### src/rtl/tiny_nn_pkg.sv
// Shared types and helpers for the tiny_nn datapath: the fp_t binary32 layout,
// NaN/Inf classifiers and the max-pool FSM state type.
package tiny_nn_pkg;

  typedef struct packed {
    logic        sgn;
    logic [7:0]  exp;
    logic [22:0] man;
  } fp_t;

  localparam fp_t FPZero = '0;

  typedef enum logic {MaxPoolAccum, MaxPoolOutput} max_pool_state_e;

  function automatic logic is_nan(input fp_t x);
    return (&x.exp) && (|x.man);
  endfunction

  function automatic logic is_inf(input fp_t x);
    return (&x.exp) && !(|x.man);
  endfunction

endpackage

### src/rtl/fp_cmp.sv
// Combinational fp_t comparator: gt_o is set when op_a_i is strictly greater than
// op_b_i. Signed-magnitude ordering puts +0 above -0. Any NaN operand raises
// invalid_o and forces gt_o low.
module fp_cmp
  import tiny_nn_pkg::*;
(
  input  fp_t  op_a_i,
  input  fp_t  op_b_i,
  output logic gt_o,
  output logic invalid_o
);

  logic [30:0] w_mag_a;
  logic [30:0] w_mag_b;
  logic        w_gt_raw;

  assign w_mag_a = {op_a_i.exp, op_a_i.man};
  assign w_mag_b = {op_b_i.exp, op_b_i.man};

  // Ordering on sign first, then magnitude (reversed when both are negative).
  always_comb begin
    w_gt_raw = 1'b0;
    if (op_a_i.sgn != op_b_i.sgn) begin
      w_gt_raw = !op_a_i.sgn;
    end else if (!op_a_i.sgn) begin
      w_gt_raw = (w_mag_a > w_mag_b);
    end else begin
      w_gt_raw = (w_mag_a < w_mag_b);
    end
  end

  assign invalid_o = is_nan(op_a_i) || is_nan(op_b_i);
  assign gt_o      = w_gt_raw && !invalid_o;

endmodule

### src/rtl/fp_max_pool.sv
// Streaming max-pool reducer: emits the maximum and its index for every WINDOW
// accepted samples, plus a flag if any sample was NaN.
// Optional build macro FP_MAX_POOL_RELU_EN clamps a negative non-NaN maximum to
// FPZero when the window closes (index and NaN flag are unaffected).
module fp_max_pool
  import tiny_nn_pkg::*;
#(
  parameter int unsigned  WINDOW = 4,
  localparam int unsigned IDX_W  = $clog2(WINDOW)
) (
  input  logic             clk_i,
  input  logic             rst_i,
  input  logic             in_valid_i,
  output logic             in_ready_o,
  input  fp_t              in_data_i,
  output logic             out_valid_o,
  input  logic             out_ready_i,
  output fp_t              out_data_o,
  output logic [IDX_W-1:0] out_idx_o,
  output logic             out_nan_o
);

  max_pool_state_e  r_state;
  max_pool_state_e  w_state_nxt;
  logic [IDX_W-1:0] r_count;
  fp_t              r_max;
  logic [IDX_W-1:0] r_idx;
  logic             r_nan;

  logic             w_accept;
  logic             w_first;
  logic             w_last;
  logic             w_gt;
  logic             w_invalid;
  logic             w_replace;
  fp_t              w_max_cand;
  fp_t              w_max_load;
  logic [IDX_W-1:0] w_idx_cand;
  logic             w_nan_cand;

  fp_cmp u_fp_cmp (
    .op_a_i    (in_data_i),
    .op_b_i    (r_max),
    .gt_o      (w_gt),
    .invalid_o (w_invalid)
  );

  assign w_accept = in_valid_i && in_ready_o;
  assign w_first  = (r_count == '0);
  assign w_last   = (r_count == IDX_W'(WINDOW - 1));

  // FSM state register.
  always_ff @(posedge clk_i or posedge rst_i) begin
    if (rst_i) begin
      r_state <= MaxPoolAccum;
    end else begin
      r_state <= w_state_nxt;
    end
  end

  // Next-state and handshake outputs; no overlap between accumulating and emitting.
  always_comb begin
    w_state_nxt = r_state;
    in_ready_o  = 1'b0;
    out_valid_o = 1'b0;
    unique case (r_state)
      MaxPoolAccum: begin
        in_ready_o = 1'b1;
        if (in_valid_i && w_last) begin
          w_state_nxt = MaxPoolOutput;
        end
      end
      MaxPoolOutput: begin
        out_valid_o = 1'b1;
        if (out_ready_i) begin
          w_state_nxt = MaxPoolAccum;
        end
      end
    endcase
  end

  // Replacement decision: a NaN running max yields to any real sample, otherwise
  // only a strictly greater sample wins, so ties keep the earliest index.
  always_comb begin
    w_replace  = w_first ||
                 (is_nan(r_max) && !is_nan(in_data_i)) ||
                 (w_gt && !w_invalid);
    w_max_cand = w_replace ? in_data_i : r_max;
    w_idx_cand = w_replace ? r_count : r_idx;
    w_nan_cand = (w_first ? 1'b0 : r_nan) | is_nan(in_data_i);
    w_max_load = w_max_cand;
`ifdef FP_MAX_POOL_RELU_EN
    if (w_last && !is_nan(w_max_cand) && w_max_cand.sgn) begin
      w_max_load = FPZero;
    end
`else
    w_max_load = w_max_cand;
`endif
  end

  // Running max, index, NaN flag and sample counter; they double as the held result.
  always_ff @(posedge clk_i or posedge rst_i) begin
    if (rst_i) begin
      r_count <= '0;
      r_max   <= FPZero;
      r_idx   <= '0;
      r_nan   <= 1'b0;
    end else if (w_accept) begin
      r_max   <= w_max_load;
      r_idx   <= w_idx_cand;
      r_nan   <= w_nan_cand;
      r_count <= w_last ? '0 : r_count + 1'b1;
    end
  end

  assign out_data_o = r_max;
  assign out_idx_o  = r_idx;
  assign out_nan_o  = r_nan;

endmodule

### config.mk
export PLATFORM = sky130hd
export DESIGN_NAME = fp_max_pool
export DESIGN_NICKNAME = d
export VERILOG_FILES = /design/src/rtl/tiny_nn_pkg.sv /design/src/rtl/fp_cmp.sv /design/src/rtl/fp_max_pool.sv
export SDC_FILE = /design/constraint.sdc
export NUM_CORES = 1
export LEC_CHECK = 0
export CAP_MARGIN = 20
export CORE_MARGIN = 2
export CORE_UTILIZATION = 35
export CTS_BUF_LIST = sky130_fd_sc_hd__clkbuf_16
export DETAILED_ROUTE_END_ITERATION = 10
export REMOVE_ABC_BUFFERS = 1
export SLEW_MARGIN = 20
export SYNTH_ARGS = -nofsm -noshare
export SYNTH_HDL_FRONTEND = slang
export SYNTH_SLANG_ARGS = --single-unit
### constraint.sdc
create_clock -name clk_i -period 2.48 [get_ports clk_i]
set_input_delay 0.744 -clock clk_i [delete_from_list [all_inputs] [get_ports clk_i]]
set_output_delay 0.744 -clock clk_i [all_outputs]
set_load 0.005 [all_outputs]
; ---- Yosys cells after proc, flatten, opt, wreduce, memory -nomap -nowiden
; Cells that the tools add are included.
[totals]
regBits = 38
inputBits = 36
out_inout_bits = 37
[op_classes]
add_sub_neg = 1
magnitude_cmp = 2
n_eq_ne = 2
mux = 9
bitwise = 2
n_reduce_logical = 19
[op_table]
columns = cell, n
row1 = $reduce_or 23->1, 2
row2 = $gt 31x31->1, 1
row3 = $lt 31x31->1, 1
row4 = $reduce_and 8->1, 2
row5 = $logic_and 1x1->1, 7
row6 = $mux 1, 7
row7 = $logic_not 1->1, 3
row8 = $logic_or 1x1->1, 3
row9 = $add 2x1->2 const B, 1
row10 = $eq 2x2->1 const B, 1
row11 = $logic_not 2->1, 1
row12 = $mux 2, 1
row13 = $pmux 1 s2, 1
row14 = $reduce_and 2->1, 1
row15 = $ne 1x1->1, 1
row16 = $not 1->1, 1
row17 = $or 1x1->1, 1

; ---- Depth between registers and ports, before layout
; Gate-level depths: netlist (run 1).
[logic_depth]
ltp_word = 8
mapped_depth = 10
depth_no_buf = 9

; ---- Modules after synthesis
; Synthesis (run 1) repeated with hierarchy kept, for this count alone.
[unflattened]
hier_cells = 255
area_unflattened_um2 = 2586.2
[by_module_without_submodules]
columns = mod, n_inst, cells_per_inst, area_each_um2, seq_area_each_um2
row1 = fp_max_pool, 1, 118, 1629.1, 950.9
row2 = fp_cmp, 1, 137, 957.2, 0.0

; ---- Worst setup path before layout (run 1)
; Ideal clock, no wire load.
[synth_path]
kind = input to register
start = in in_data_i[4] (netlist bit)
end = reg r_max (netlist bit out_data_o[20])
setup_time_ns = 0.125
arrival_time_ns = 2.952
t_required_ns = 2.355
slack_ns = -0.597
path_stages = 9
cell_sequence = ha_1 > a211oi_1 > nor2_1 > o31a_1 > o41ai_4 > a21oi_2 > a311oi_4 > buf_6 > mux2_2
[synth_between]
elab_chain_len = 8
word_cells_on_any_way = 15
classes_between = 2 x order compare / 2 x mux / 11 x reduce/logical
[synth_rtl]
columns = element, line
row1 = from (decl), fp_max_pool.sv:15  ; input fp_t in_data_i,
row2 = branches (longest 6 deep; another with $gt 31x31->1), -
row3 = $logic_or 1x1->1 *, fp_max_pool.sv:86  ; (is_nan(r_max) && !is_nan(in_data_i)) ||
row4 = $reduce_and 2->1 (no line) *, -
row5 = to (signal assigned), fp_max_pool.sv:105  ; r_max <= FPZero;
row6 = to (signal assigned), fp_max_pool.sv:109  ; r_max <= w_max_load;
row7 = to (decl), fp_max_pool.sv:26  ; fp_t r_max;
; Every way passes the cells marked *.
; A chain may end at the register's enable or synchronous reset.

; ---- Worst setup path in the final report (run 1)
[layout_path]
start = in in_data_i[20] (netlist bit)
end = reg r_max (netlist bit out_data_o[24])
; The elaborated chain is that of the path after synthesis.

==> results of run 1 <==
timing repair:
item                                    CTS  global route
setup buffers                             8             4
gates resized for setup                 148            52
endpoints found under the hold margin     0             0
gates cloned                              2             1
endpoints found under the setup margin   34            34
pin swaps                                24            26
worst max-delay path, delay by kind of cell:
kind | cells | cell delay [ps]
muxes | 1 | 310
AOI/OAI and AO/OA | 6 | 1210
adders and majority gates | 1 | 230
buffers and inverters | 5 | 700
cell type report:
cell class	instances	area, um2	area share (%)
tap	96	120	2.60
multi-input combinational	148	1850	40.0
clock buffer	5	125	2.71
clock inverter	3	40.0	0.866
timing repair buffer	158	1390	30.1
inverter	39	146	3.17
sequential	38	951	20.6
where the power goes:
| group | switching, mW | internal (mW) |
|---|---|---|
| Sequential | 0.188 | 0.939 |
| Combinational | 1.52 | 2.42 |
| Clock | 0.255 | 0.471 |
metrics by stage:
step | TNS, ps | util [%] | power [mW]
global placement | -36670 | 56.5 | 3.89
detailed placement | -37550 | 56.5 | 3.95
finish | -16720 | 68.1 | 5.79
global route | -17770 | 68.1 | 6.14
floorplan | -37190 | - | 2.39
CTS | -13840 | 65.0 | 5.39
path summary, 6_finish.rpt:
path                               start        endpoint  slack, ps  depth (start not counted)
min in group asynchronous          rst_i    out_idx_o[0]        920                          3
max in group asynchronous          rst_i  out_data_o[13]       1210                          3
hold / removal                 out_nan_o       out_nan_o        510                          2
setup / recovery           in_data_i[20]  out_data_o[24]       -550                         13
setup reg to reg           out_data_o[2]  out_data_o[24]       -420                         11
hold reg to reg                out_nan_o       out_nan_o        510                          2
sequential cells by signal, indices dropped and copies added, names as in the netlist:
signal / flops
out_idx_o: 2
out_nan_o: 1
r_state: 1
out_data_o: 32
r_count: 2
cells in the mapped netlist (all sizes together) (2+ instances only):
library cell,n
a21o,6
a21oi,14
a311oi,2
buf,3
dfrtp,38
ha,33
inv,39
mux2,34
nand2,3
nand3,4
nand4,12
nor2,6
nor3,3
nor4,11
o21ai,6
routing by layer:
layer	track usage [%]	wire length, um	part of all wire (%)	vias to the layer above
li1	-	-	-	1157
met3	3.49	287	3.5	22
met1	25.6	3460	42	1206
met4	5.17	278	3.4	0
met5	0	0	0	-
met2	35.7	4270	51	76
cell families (layout without fill, tap and decap cells):
group | count (synthesis) | after routing | synth area share [%]
and+or+nand+nor | 45 | 45 | 10.9
buffers and inverters | 42 | 205 | 7.32
DFF | 38 | 38 | 38.6
AOI/OAI and AO/OA | 36 | 36 | 10.9
muxes | 34 | 34 | 15.5
adders and majority gates | 33 | 33 | 16.8
==> summary.txt, run 1 <==
Power per standard cell area: 1250 nW/um2
First-pass GRT wire length: 12000 um
CTS Hold Buffers Added: 0
1st-pass router iterations: 4
Synthesis-to-finish area growth: 87.8%
Finished Layout Cells: 487
Worst Skew: 4.96 ps
Ys async rst share: 100%
CP startpoint kind: primary input
WL/cell: 17.0 um
Ranking of synthesized cells by area: dfrtp_1 39%, ha_1 17%, mux2_2 13%, inv_1 5.9%, nand4_1 3.0%
Register clock-pin slew on the reported worst setup and hold paths: 60 ps
Synthesized area per cell: 10.8 um2
I/O Pins: 73
Most common cell after layout, fill and taps aside: buf_4
Hold_ws: 506 ps
Full die area: 7720 um2
Worst setup EP type: flip-flop
Crit-path max FO: 7
Gr usage total: 20.2%
Final nets: 459
Largest net degree at the start of global routing: 39
Relative slew margins: 65.4%
Gr ovfl total: 0
Core footprint: 6790 um2
Via-to-Cell Ratio: 5.05
Worst skew pair latency: 280 ps
Failing checks: negative setup slack
Final WS setup: -548 ps
WP data required: 2640 ps
Dominant cell type by area after synthesis: dfrtp_1
Antenna Cells: 0
CTS tree: done
DRT Wirelength: 8300 um
DRT iter0 DRCs: 63
Std-Cell Rows: 30
P_leak: 2.21 nW
Final Hold Fails: 0
Worst-margin pin slew: 518 ps
DRC errors left: 0
Arrival @ worst endpoint: 3190 ps
Post-synth top area share: 38.6%
Most frequent cells in the layout: 79 x buf_4, 41 x clkdlybuf4s50_1, 39 x inv_1, 38 x dfrtp_1, 33 x mux2_4
Placed cell areas: 3840 um2
# port buffers: 72
Clock sink count: 38
Fillcell total: 508
Place WS: -1140 ps
Status: finished, violations left
Cell count after synthesis: 228
Fmax: 0.330 GHz
Unrepaired setup endpoints after global routing: true
Worst stage delay on the critical path: 340 ps
Clk root buf: clkbuf_16
Final instance area: 4620 um2
Total of max-cap violations: 0
Sequential-to-total area share from yosys stat: 38.6%
Syn Std Cell Area: 2460 um2
Initial Utilization: 36.2%
Setup violators final: 33
Routability Congestion: 0.787
Main flop type after synthesis: dfrtp_1
Slowest CP cell: a311oi_4
VDD IR max: 0.000605 V
Yosys warnings: 0
Bufs on Longest Clock Path: 2
Post-synth EDFFs: 0
H-tree depth: 2
Yosys reg bits: 38
Die Y: 87.9 um
Num CTS Buffers: 5
Tmin final: 3030 ps
Die width: 87.9 um
Crit Path Category: primary input to flip-flop
Final ANT Viol Nets: 0
Slew Limit Fails: 0
DP Wirelength: 5410 um
Worst min path class: flip-flop to flip-flop
Placed Cells: 467
Post-synth cell types: 33
Cells along the critical path: buf_2 > ha_4 > a21o_1 > a21o_1 > a21oi_2 > o2111a_1 > buf_4 > buf_4 > a21oi_4 > a311oi_4 > buf_6 > buf_8 > mux2_4
Final worst path period share: 122%
Initial antenna violation count: 0
Number of global-route vias before repair: 2486
Vias: 2461
Share of post-route cells with drive strength above 1: 49.1%
Note: power is estimated with default switching activity, not from simulation.
==> run 2: changes to the inputs <==
--- a/config.mk
+++ b/config.mk
@@ -5,12 +5,11 @@
 export SDC_FILE = /design/constraint.sdc
 export NUM_CORES = 1
 export LEC_CHECK = 0
-export CAP_MARGIN = 20
+export CAP_MARGIN = 15
 export CORE_MARGIN = 2
 export CORE_UTILIZATION = 35
 export CTS_BUF_LIST = sky130_fd_sc_hd__clkbuf_16
 export DETAILED_ROUTE_END_ITERATION = 10
-export REMOVE_ABC_BUFFERS = 1
 export SLEW_MARGIN = 20
 export SYNTH_ARGS = -nofsm -noshare
 export SYNTH_HDL_FRONTEND = slang
==> summary.txt, run 2 (same netlist as run 1, synthesis figures left out) <==
Share of post-route cells with drive strength above 1: 46.8% (-2.3 points)
Failing checks: negative setup slack
Bufs on Longest Clock Path: 2 (unchanged)
Register clock-pin slew on the reported worst setup and hold paths: 60 ps (about the same)
Storage cell area: 951 um2 (unchanged)
Vias: 2360 (-4.1%)
Placed Cells: 468 (+0.21%)
Number of global-route vias before repair: 2599 (+4.5%)
Place WS: -1130 ps (+17.8 ps)
DP Wirelength: 5610 um (+3.6%)
Setup violators final: 33 (unchanged)
Worst stage delay on the critical path: 330 ps (about the same)
Via-to-Cell Ratio: 4.87 (-3.7%)
I/O Pins: 73 (unchanged)
Cells along the critical path: buf_6 > ha_4 > nand4_1 > buf_4 > nor4_4 > buf_4 > o41ai_4 > buf_4 > a311oi_4 > buf_6 > buf_12 > buf_12 > mux2_4
Worst-margin pin slew: 505 ps (-13.0 ps)
Die Y: 87.9 um (unchanged)
# port buffers: 72 (unchanged)
Arrival @ worst endpoint: 3170 ps (-20 ps)
Worst hold path depth: 1 (-1)
Antenna Cells: 0 (unchanged)
Area occupied by multi-input gates: 1830 um2 (-1.1%)
Tmin final: 3010 ps (-15.8 ps)
Synthesis-to-finish area growth: 85.2%
Worst skew pair latency: 280 ps (about the same)
Routability Congestion: 0.825 (+4.7%)
Crit-path most repeated cell: buf_4
Core footprint: 6790 um2 (unchanged)
WP data required: 2640 ps (about the same)
Unrepaired setup endpoints after global routing: true
Slowest CP cell: a311oi_4
Worst min path class: flip-flop to flip-flop
CTS tree: done
VDD IR max: 0.000575 V (-5.0%)
Num CTS Buffers: 5 (unchanged)
Fmax: 0.332 GHz (+0.52%)
Largest net degree at the start of global routing: 39 (unchanged)
Power per standard cell area: 1230 nW/um2 (-1.9%)
CTS Hold Buffers Added: 0 (unchanged)
DRT Wirelength: 7970 um (-3.9%)
Final worst path period share: 121% (-0.64 points)
Clock sink count: 38 (unchanged)
Std-Cell Rows: 30 (unchanged)
Clk root buf: clkbuf_16
Die width: 87.9 um (unchanged)
Initial antenna violation count: 0 (unchanged)
Full die area: 7720 um2 (unchanged)
Total power of the final layout: 5.60 mW (-3.3%)
Final Hold Fails: 0 (unchanged)
Slew Limit Fails: 0 (unchanged)
First-pass GRT wire length: 12600 um (+5.4%)
Final WS setup: -533 ps (+15.8 ps)
Finished Layout Cells: 485 (-0.41%)
Relative slew margins: 66.3% (+0.86 points)
DRT iter0 DRCs: 110 (+75%)
Total of max-cap violations: 0 (unchanged)
Reg2reg path depth: 12 (+1)
Gr ovfl total: 0 (unchanged)
CP startpoint kind: primary input
H-tree depth: 2 (unchanged)
Max reg flops: 32 (unchanged)
Fillcell total: 545 (+7.3%)
Hold_ws: 499 ps (-6.80 ps)
Status: finished, violations left
DRC errors left: 0 (unchanged)
Net count after synthesis: 297
Gr usage total: 21.4% (+1.2 points)
Crit-path max FO: 7 (unchanged)
Most common cell after layout, fill and taps aside: buf_4
Worst Skew: 2.89 ps (-2.07 ps)
Most frequent cells in the layout: 76 x buf_4, 41 x clkdlybuf4s50_1, 39 x inv_1, 38 x dfrtp_1, 30 x mux2_4
P_leak: 2.16 nW (-2.0%)
WL/cell: 16.4 um (-3.5%)
Initial Utilization: 36.2% (unchanged)
Worst setup EP type: flip-flop
Final ANT Viol Nets: 0 (unchanged)
1st-pass router iterations: 4 (unchanged)
Crit Path Category: primary input to flip-flop
Final nets: 457 (-0.44%)
run 2: routing by layer:
layer,wire (um),up-vias,global-route usage (%),part of all wire [%]
li1,-,1149,-,-
met1,3610,1144,27.7,45
met2,3960,58,36.7,50
met3,296,9,4.34,3.7
met4,104,0,5.31,1.3
met5,0,-,0,0
run 2: power by group:
group / total [mW] / leakage (nW) / internal (mW) / switching (mW)
registers: 1.14 / 0.451 / 0.939 / 0.201
clock network: 0.605 / 0.0724 / 0.363 / 0.242
logic: 3.85 / 1.64 / 2.38 / 1.47
total: 5.60 / 2.16 / 3.68 / 1.92
run 2: timing repair:
action,4_1_cts,5_1_grt
pin swaps,36,16
setup buffers,5,2
gates resized for setup,151,11
cloned,2,0
endpoints found under the setup margin,34,33
run 2: worst paths after layout:
kind,start,endpoint,slack (ps)
min in group asynchronous,rst_i,out_idx_o[0],890
worst min-delay path,out_idx_o[0],out_idx_o[0],500
max in group asynchronous,rst_i,out_data_o[1],1240
worst min register to register,out_idx_o[0],out_idx_o[0],500
worst max-delay path,in_data_i[28],out_data_o[20],-530
worst max register to register,out_data_o[4],out_data_o[20],-390
run 2: critical path, delay by kind of cell:
family	cells	cell delay, ps
AOI/OAI and AO/OA	2	400
adders and majority gates	1	250
buffers and inverters	7	1010
and+or+nand+nor	2	450
muxes	1	300
run 2: through the flow:
step / area, um2 / util (%) / TNS (ps)
2_1_floorplan: 2660 / - / -16030
3_3_place_gp: 4050 / 59.5 / -35460
3_5_place_dp: 4050 / 59.5 / -36710
4_1_cts: 4480 / 65.9 / -12800
5_1_grt: 4560 / 67.1 / -19360
6_report: 4560 / 67.1 / -16410
run 2: area by class of cell:
type / instances / area share [%]
Clock buffer: 5 / 2.74
Clock inverter: 3 / 0.274
Inverter: 39 / 3.21
Multi-Input combinational cell: 148 / 40.1
Sequential cell: 38 / 20.9
Tap cell: 96 / 2.63
Timing Repair Buffer: 156 / 30.2
==> run 3: changes to the inputs <==
--- a/config.mk
+++ b/config.mk
@@ -14,3 +14,4 @@
 export SYNTH_ARGS = -nofsm -noshare
 export SYNTH_HDL_FRONTEND = slang
 export SYNTH_SLANG_ARGS = --single-unit
+export TNS_END_PERCENT = 100
==> results of run 3 <==
Same layout as run 2: the final DEF is identical, and so are final timing and power.
